File: config.mk
export PLATFORM = sky130hd
export DESIGN_NAME = peripheral_timer
export DESIGN_NICKNAME = d
export VERILOG_FILES = /design/src/rtl/peripheral_timer_pkg.sv /design/src/rtl/sync_2ff.sv /design/src/rtl/peripheral_timer.sv
export SDC_FILE = /design/constraint.sdc
export NUM_CORES = 1
export LEC_CHECK = 0
export BUFFER_PORTS_ARGS = -buffer_cell sky130_fd_sc_hd__buf_2
export CAP_MARGIN = 10
export CORE_ASPECT_RATIO = 1.1
export CORE_MARGIN = 10
export CORE_UTILIZATION = 53
export CTS_CLUSTER_DIAMETER = 200
export DETAILED_ROUTE_END_ITERATION = 7
export PLACE_DENSITY_LB_ADDON = 0.08
export SYNTH_ARGS = -nofsm -noshare
export SYNTH_HDL_FRONTEND = slang
export SYNTH_SLANG_ARGS = --single-unit
File: constraint.sdc
create_clock -name clk -period 5.2 [get_ports clk]
set_input_delay 0.52 -clock clk [delete_from_list [all_inputs] [get_ports clk]]
set_output_delay 0.52 -clock clk [all_outputs]
set_load 0.01 [all_outputs]
File: src/rtl/peripheral_timer_pkg.sv
//==============================================================================
// peripheral_timer_pkg : shared constants for the timer peripheral
// Rev 1.0
//==============================================================================
`default_nettype none

package peripheral_timer_pkg;

    localparam logic [31:0] DEFAULT_BASE_ADDR = 32'h4000_0000;

    // Byte offsets from the base address
    localparam logic [4:0] OFF_TH      = 5'h00;
    localparam logic [4:0] OFF_TL      = 5'h04;
    localparam logic [4:0] OFF_TCON    = 5'h08;
    localparam logic [4:0] OFF_LED     = 5'h0C;
    localparam logic [4:0] OFF_SWITCH  = 5'h10;
    localparam logic [4:0] OFF_DIGI    = 5'h14;
    localparam logic [4:0] OFF_SYSTICK = 5'h18;

    localparam int unsigned TCON_EN     = 0;
    localparam int unsigned TCON_IRQEN  = 1;
    localparam int unsigned TCON_STATUS = 2;

    // Word select within the window for a byte offset
    function automatic logic [2:0] reg_sel(input logic [4:0] off);
        return off[4:2];
    endfunction

endpackage

`default_nettype wire

File: src/rtl/sync_2ff.sv
//==============================================================================
// sync_2ff : two-flop synchroniser for asynchronous inputs
// Rev 1.0
//==============================================================================
`default_nettype none

module sync_2ff #(
    parameter int unsigned WIDTH = 8
) (
    input  logic             clk,
    input  logic             reset,
    input  logic [WIDTH-1:0] d,
    output logic [WIDTH-1:0] q
);

    logic [WIDTH-1:0] stage1_q;
    logic [WIDTH-1:0] stage2_q;

    always_ff @(posedge clk or posedge reset) begin
        if (reset) begin
            stage1_q <= '0;
            stage2_q <= '0;
        end else begin
            stage1_q <= d;
            stage2_q <= stage1_q;
        end
    end

    assign q = stage2_q;

endmodule

`default_nettype wire

File: src/rtl/peripheral_timer.sv
//==============================================================================
// peripheral_timer : bus-mapped reload timer, systick, LED/7-seg, switch input
// Rev 1.0
//==============================================================================
`default_nettype none

module peripheral_timer
    import peripheral_timer_pkg::*;
#(
    parameter logic [31:0] BASE_ADDR = DEFAULT_BASE_ADDR
) (
    input  logic        clk,
    input  logic        reset,
    input  logic [31:0] addr,
    input  logic [31:0] wdata,
    input  logic        rd,
    input  logic        wr,
    output logic [31:0] rdata,
    output logic        irq,
    output logic [7:0]  led,
    input  logic [7:0]  switch,
    output logic [11:0] digi
);

    localparam logic [2:0] SEL_TH      = reg_sel(OFF_TH);
    localparam logic [2:0] SEL_TL      = reg_sel(OFF_TL);
    localparam logic [2:0] SEL_TCON    = reg_sel(OFF_TCON);
    localparam logic [2:0] SEL_LED     = reg_sel(OFF_LED);
    localparam logic [2:0] SEL_SWITCH  = reg_sel(OFF_SWITCH);
    localparam logic [2:0] SEL_DIGI    = reg_sel(OFF_DIGI);
    localparam logic [2:0] SEL_SYSTICK = reg_sel(OFF_SYSTICK);

    logic [31:0] th_q, th_d;
    logic [31:0] tl_q, tl_d;
    logic [2:0]  tcon_q, tcon_d;
    logic [7:0]  led_q, led_d;
    logic [11:0] digi_q, digi_d;
    logic [31:0] systick_q, systick_d;
    logic [7:0]  switch_sync;

    logic        hit;
    logic [2:0]  sel;
    logic        wr_en;
    logic        overflow;
    logic        unused_addr_bits;

    assign hit              = (addr[31:5] == BASE_ADDR[31:5]);
    assign sel              = addr[4:2];
    assign wr_en            = wr && hit;
    assign overflow         = tcon_q[TCON_EN] && (tl_q == 32'hFFFF_FFFF);
    assign unused_addr_bits = ^addr[1:0];

    sync_2ff #(
        .WIDTH (8)
    ) u_switch_sync (
        .clk   (clk),
        .reset (reset),
        .d     (switch),
        .q     (switch_sync)
    );

    always_comb begin
        th_d      = th_q;
        tl_d      = tl_q;
        tcon_d    = tcon_q;
        led_d     = led_q;
        digi_d    = digi_q;
        systick_d = systick_q + 32'd1;

        // Reload reads th_q, so a TH store in the overflow cycle applies next time
        if (tcon_q[TCON_EN]) begin
            tl_d = overflow ? th_q : tl_q + 32'd1;
        end
        if (overflow && tcon_q[TCON_IRQEN]) begin
            tcon_d[TCON_STATUS] = 1'b1;
        end

        if (wr_en) begin
            case (sel)
                SEL_TH: th_d = wdata;
                SEL_TL: tl_d = wdata;
                SEL_TCON: begin
                    tcon_d[TCON_EN]     = wdata[TCON_EN];
                    tcon_d[TCON_IRQEN]  = wdata[TCON_IRQEN];
                    // A coincident overflow still latches status so no interrupt is lost
                    tcon_d[TCON_STATUS] = wdata[TCON_STATUS] | (overflow & wdata[TCON_IRQEN]);
                end
                SEL_LED:  led_d  = wdata[7:0];
                SEL_DIGI: digi_d = wdata[11:0];
                default:  ;
            endcase
        end
    end

    always_comb begin
        rdata = '0;
        if (rd && hit) begin
            case (sel)
                SEL_TH:      rdata = th_q;
                SEL_TL:      rdata = tl_q;
                SEL_TCON:    rdata = {29'd0, tcon_q};
                SEL_LED:     rdata = {24'd0, led_q};
                SEL_SWITCH:  rdata = {24'd0, switch_sync};
                SEL_DIGI:    rdata = {20'd0, digi_q};
                SEL_SYSTICK: rdata = systick_q;
                default:     rdata = '0;
            endcase
        end
    end

    always_ff @(posedge clk or posedge reset) begin
        if (reset) begin
            th_q      <= '0;
            tl_q      <= '0;
            tcon_q    <= '0;
            led_q     <= '0;
            digi_q    <= '0;
            systick_q <= '0;
        end else begin
            th_q      <= th_d;
            tl_q      <= tl_d;
            tcon_q    <= tcon_d;
            led_q     <= led_d;
            digi_q    <= digi_d;
            systick_q <= systick_d;
        end
    end

    assign irq  = tcon_q[TCON_IRQEN] & tcon_q[TCON_STATUS];
    assign led  = led_q;
    assign digi = digi_q;

endmodule

`default_nettype wire

**Word-level counts from Yosys, hierarchy flattened**

Index checks and enable logic that the tools add are counted.

- Output and inout port bits: 53
- Logic and storage cells: 40
- Flip-flop bits (word level): 135
- Bits of input ports: 76

- Reduce and logical (&&, ||, !) cells: 9
- Multiplexer cells: 9
- Bitwise operators: 3
- $add $sub $neg: 2
- Equal/unequal tests: 8

Operators with widths:

| cell | number |
|---|---|
| 32-bit one-hot mux with 7 select lines | 1 |
| 32-bit 2-to-1 mux | 5 |
| 32-bit by 1-bit adder with 32-bit output, second input constant | 2 |
| 32-bit equality test, second input constant | 1 |
| 27-bit by 26-bit equality test with 1-bit output, second input constant | 1 |
| 3-bit equality test, second input constant | 3 |
| 2-bit AND reduction | 4 |
| 3-bit by 2-bit equality test with 1-bit output, second input constant | 2 |
| 3-bit 2-to-1 mux | 2 |
| 1-bit logical AND | 4 |
| 3-bit by 1-bit equality test with 1-bit output, second input constant | 1 |
| 3-bit logical NOT | 1 |
| 1-bit bitwise AND | 2 |
| 1-bit 2-to-1 mux | 1 |
| 1-bit OR | 1 |

**Depth between registers and ports, before layout**

- Word-level depth: 6
- Mapped depth: 8
- Mapped depth without buffers: 6

**By module**

From an unflattened synthesis, not the netlist that was laid out.

- Cells, all modules: 786
- Area, all modules: 7677.4 sq um

By module, submodules not included:

| module | cells each | area each (sq um) | sequential area each (sq um) | instances |
|---|---|---|---|---|
| peripheral_timer | 769 | 7273.2 | 2977.9 | 1 |
| sync_2ff | 17 | 404.1 | 400.4 | 1 |

**Worst setup path before layout**

Ideal clock, no wire load.

- Path kind: input port to output port
- Start: input port addr[15]
- End: output port rdata[7]
- Data required time: 4.680 ns
- Buffers on the path: 1
- Data arrival time: 1.961 ns
- Slack: 2.719 ns
- Stages: 6
- Path through: nor4b_1 -> nand4_1 -> nor2_1 -> nand3_1 -> clkbuf_1 -> a211oi_1

- Longest elaborated chain between the ends: 3

RTL lines:

| what | RTL line | RTL |
|---|---|---|
| from (decl) | peripheral_timer.sv:14 | `input logic [31:0] addr,` |
| 27-bit by 26-bit equality test with 1-bit output | peripheral_timer.sv:47 | `assign hit = (addr[31:5] == BASE_ADDR[31:5]);` |
| 1-bit logical AND | peripheral_timer.sv:97 | `if (rd && hit) begin` |
| 32-bit 2-to-1 mux | peripheral_timer.sv:97 |  |
| to (decl) | peripheral_timer.sv:18 | `output logic [31:0] rdata,` |

No other way between the ends.

**Worst setup path in the final report**

- Start: input port addr[3]
- End: output port rdata[29]

- Longest elaborated chain between the ends: 3
- Elaborated cells on any way between the ends: 9

RTL lines:

| what | RTL line | RTL |
|---|---|---|
| 3-bit equality test, or another cell as far along | peripheral_timer.sv:98 | `case (sel)` |
| 32-bit one-hot mux with 7 select lines * | peripheral_timer.sv:98 |  |
| 32-bit 2-to-1 mux * | peripheral_timer.sv:97 |  |

Every way passes the cells marked *; elsewhere a longest branch is shown, timed or not.

==> impl_metrics.py <==
metrics = {
    "setup_path": {
        "crit_chain": "buf_2, nor2b_1, and2_1, a22oi_1, nor2_1, buf_2",
        "crit_path_top_delay_cell": "and2_1",
        "crit_type": "in -> out",
        "crit_required_ns": 4.68,
        "crit_arrival_ns": 2.95,
        "crit_path_start_kind": "primary input",
        "path_common_cell": "buf_2",
        "cp-end-kind": "output port",
        "critPathMaxStageDelay_ns": 0.72,
        "crit_buf_inv": 2,
        "cp_max_fo": 32,
        "crit_family": "simple AND/OR/NAND/NOR gates",
    },
    "sta": {
        "layout_min_cycle_time_ns": 3.47,
        "post-route-period-util": 0.667,
        "setup_viol": 0,
        "worst_slew_pin_slew_ns": 1.18,
        "max_freq_mhz": 288,
        "fin_tns_setup_ns": 0,
        "rsz0062_at_grt": "no",
        "slew_headroom": 0.207,
        "drv_slew": 0,
        "fin_skew_ns": 0.00663,
        "hold_viol": 0,
    },
    "detailed_routing": {
        "dr_total_vias": 6646,
        "drc": 0,
        "first_pass_iters": 5,
        "ant_nets": 0,
        "viasPerCell": 6.27,
        "wl_per_cell_um": 22.0,
        "drtIter0Drc": 637,
        "drt-total-wl_mm": 23.3,
    },
    "cts": {
        "post_cts_resized": 0,
        "clock-sinks": 135,
        "clockBufferDepth": 2,
        "hold_buffers": 0,
        "clockRootBuffer": "clkbuf_16",
        "cts_tree": "done",
        "post_cts_buffers": 0,
        "clock_latency_ns": 0.42,
        "h-tree-depth": 4,
        "numCtsBuffers": 17,
        "clkTransAtPathRegs_ns": 0.06,
    },
    "min_path": {
        "hold_path_class": "in -> reg",
    },
    "synth": {
        "netlist_area_um2": 7590,
        "synth_edf_count": 0,
        "synth-seq-cells": 135,
        "synthMuxAreaShare": 0.150,
        "async_reset_ff_frac": 1.00,
        "synth-simple-area-share": 0.186,
        "synthXorXnorAreaFrac": 0.0427,
        "synth_top_flop_cell": "dfrtp_1",
        "ys_types": 60,
        "synth_fa_ha_area_frac": 0.00330,
        "synthCells": 754,
        "synth_warnings": 0,
        "synth_compound_area_frac": 0.136,
        "synth_top_family_by_area": "simple AND/OR/NAND/NOR gates",
        "seq_area_frac_synth": 0.445,
        "synth_nets": 832,
        "avgSynthCellArea_um2": 10.1,
    },
    "finish": {
        "fin_util": 0.641,
        "area_delta_synth_final_pct": 17.4,
        "fin_nets": 937,
        "final_cell_mix": "dfrtp_1 (135), buf_2 (126), mux2_2 (77), nor2_1 (62), nand2_1 (41)",
        "final_common_cell": "dfrtp_1",
        "n_antenna_cell": 0,
        "drive_gt1_frac": 0.296,
    },
    "power_and_ir_drop": {
        "power.total_uw": 2410,
        "power_leakage_uw": 0.00400,
        "peakVddDrop_v": 0.000213,
        "powerDensity_nw_per_um2": 270,
    },
    "floorplan": {
        "boundaryPins": 129,
        "die_x_um": 134,
        "placementRows": 45,
        "die_area_um2": 19500,
        "initial_core_util": 0.546,
        "core_area_um2": 13900,
        "die-height_um": 146,
    },
    "outcome": {
        "status": "complete, no violations",
    },
    "global_route": {
        "grt_max_degree": 85,
        "grt_pass1_vias": 6815,
        "grt.overflow.total": 0,
        "antenna_found_initial": 0,
        "grt_use_total": 0.238,
        "grt_pass1_wl_mm": 37.1,
    },
    "placed_design": {
        "dp_hpwl_mm": 16.5,
        "gp_congestion": 0.933,
        "place.port_buffers": 126,
    },
    "flow_run": {
        "max_cap_viol_count": 0,
    },
}
==> metrics by stage <==
stage | worst slack, ns | instances | hold slack [ns] | area (um2)
floorplan | 1.07 | 754 | 0.331 | 7590
global placement | 1.92 | 1028 | 0.333 | 8310
detailed placement | 1.77 | 1028 | 0.336 | 8310
CTS | 1.78 | 1060 | 0.192 | 8910
global route | 1.59 | 1060 | 0.187 | 8910
finish | 1.73 | 1060 | 0.200 | 8910
==> metal layers <==
| metal | GRT usage | up-vias | routed length, um |
|---|---|---|---|
| met1 | 0.284 | 3310 | 9360 |
| met4 | 0.132 | 0 | 1120 |
| met3 | 0.0497 | 61 | 1280 |
| li1 | - | 3007 | - |
| met2 | 0.389 | 268 | 11500 |
| met5 | 0 | - | 0 |
==> area by class of cell <==
| cell class | instances | area [um2] |
|---|---|---|
| Clock inverter | 14 | 173 |
| Inverter | 15 | 58.8 |
| Multi-Input combinational cell | 554 | 3930 |
| Sequential cell | 135 | 3380 |
| Clock buffer | 18 | 429 |
| Timing Repair Buffer | 136 | 706 |
| Fill cell | 1168 | 4990 |
| Tap cell | 188 | 235 |
==> worst paths after layout <==
| path | depth (start not counted) | to | startpoint | slack (ns) |
|---|---|---|---|---|
| setup reg to reg | 6 | tl_q[22] | tl_q[0] | 2.39 |
| max in group asynchronous | 3 | systick_q[22] | reset | 3.55 |
| hold reg to reg | 0 | u_switch_sync.q[1] | u_switch_sync.stage1_q[1] | 0.35 |
| min in group asynchronous | 2 | u_switch_sync.q[7] | reset | 0.35 |
| setup / recovery | 6 | rdata[29] | addr[3] | 1.73 |
| hold / removal | 1 | u_switch_sync.stage1_q[7] | switch[7] | 0.20 |
==> Yosys cell counts (16+ instances only) <==
master / number / area (um2)
a22oi_1: 27 / 203
nor3_1: 24 / 120
xnor2_1: 22 / 193
nor4_1: 16 / 100
nand4_1: 19 / 119
o21ai_0: 27 / 135
nand2_1: 41 / 154
mux2_2: 77 / 867
a21oi_1: 16 / 80.1
nor2_1: 63 / 236
nor2b_1: 21 / 131
dfrtp_1: 135 / 3380
mux2i_1: 24 / 240
clkbuf_1: 30 / 113
nand3_1: 31 / 155
==> worst reg2reg max path, stage by stage, from the launching register on <==
cell and delay, ns:
dfrtp_1 0.53, ha_1 0.45, nand3_1 0.12, nor4_1 0.90, a31oi_1 0.18, a2111oi_0 0.39, nor3_1 0.12
==> cells by family (layout without fill, tap and decap cells) <==
family / count (synthesis) / after routing
AOI/OAI and AO/OA: 148 / 148
xor gates and xnor gates: 37 / 37
adders and majority gates: 2 / 2
buffers and inverters: 65 / 183
DFF: 135 / 135
muxes: 103 / 103
and+or+nand+nor: 264 / 264
==> sequential cells by signal (all words and copies together), names as in the netlist <==
signal and count:
systick_q 32, th_q 32, tl_q 32, digi 12, led 8, u_switch_sync.q 8
u_switch_sync.stage1_q 8, tcon_q 3
==> power breakdown <==
part / switching, uW / internal [uW]
combinational: 75.4 / 40.8
sequential: 1.84 / 1060
clock: 475 / 756
total: 552 / 1850
(Power assumes the default switching activity.)
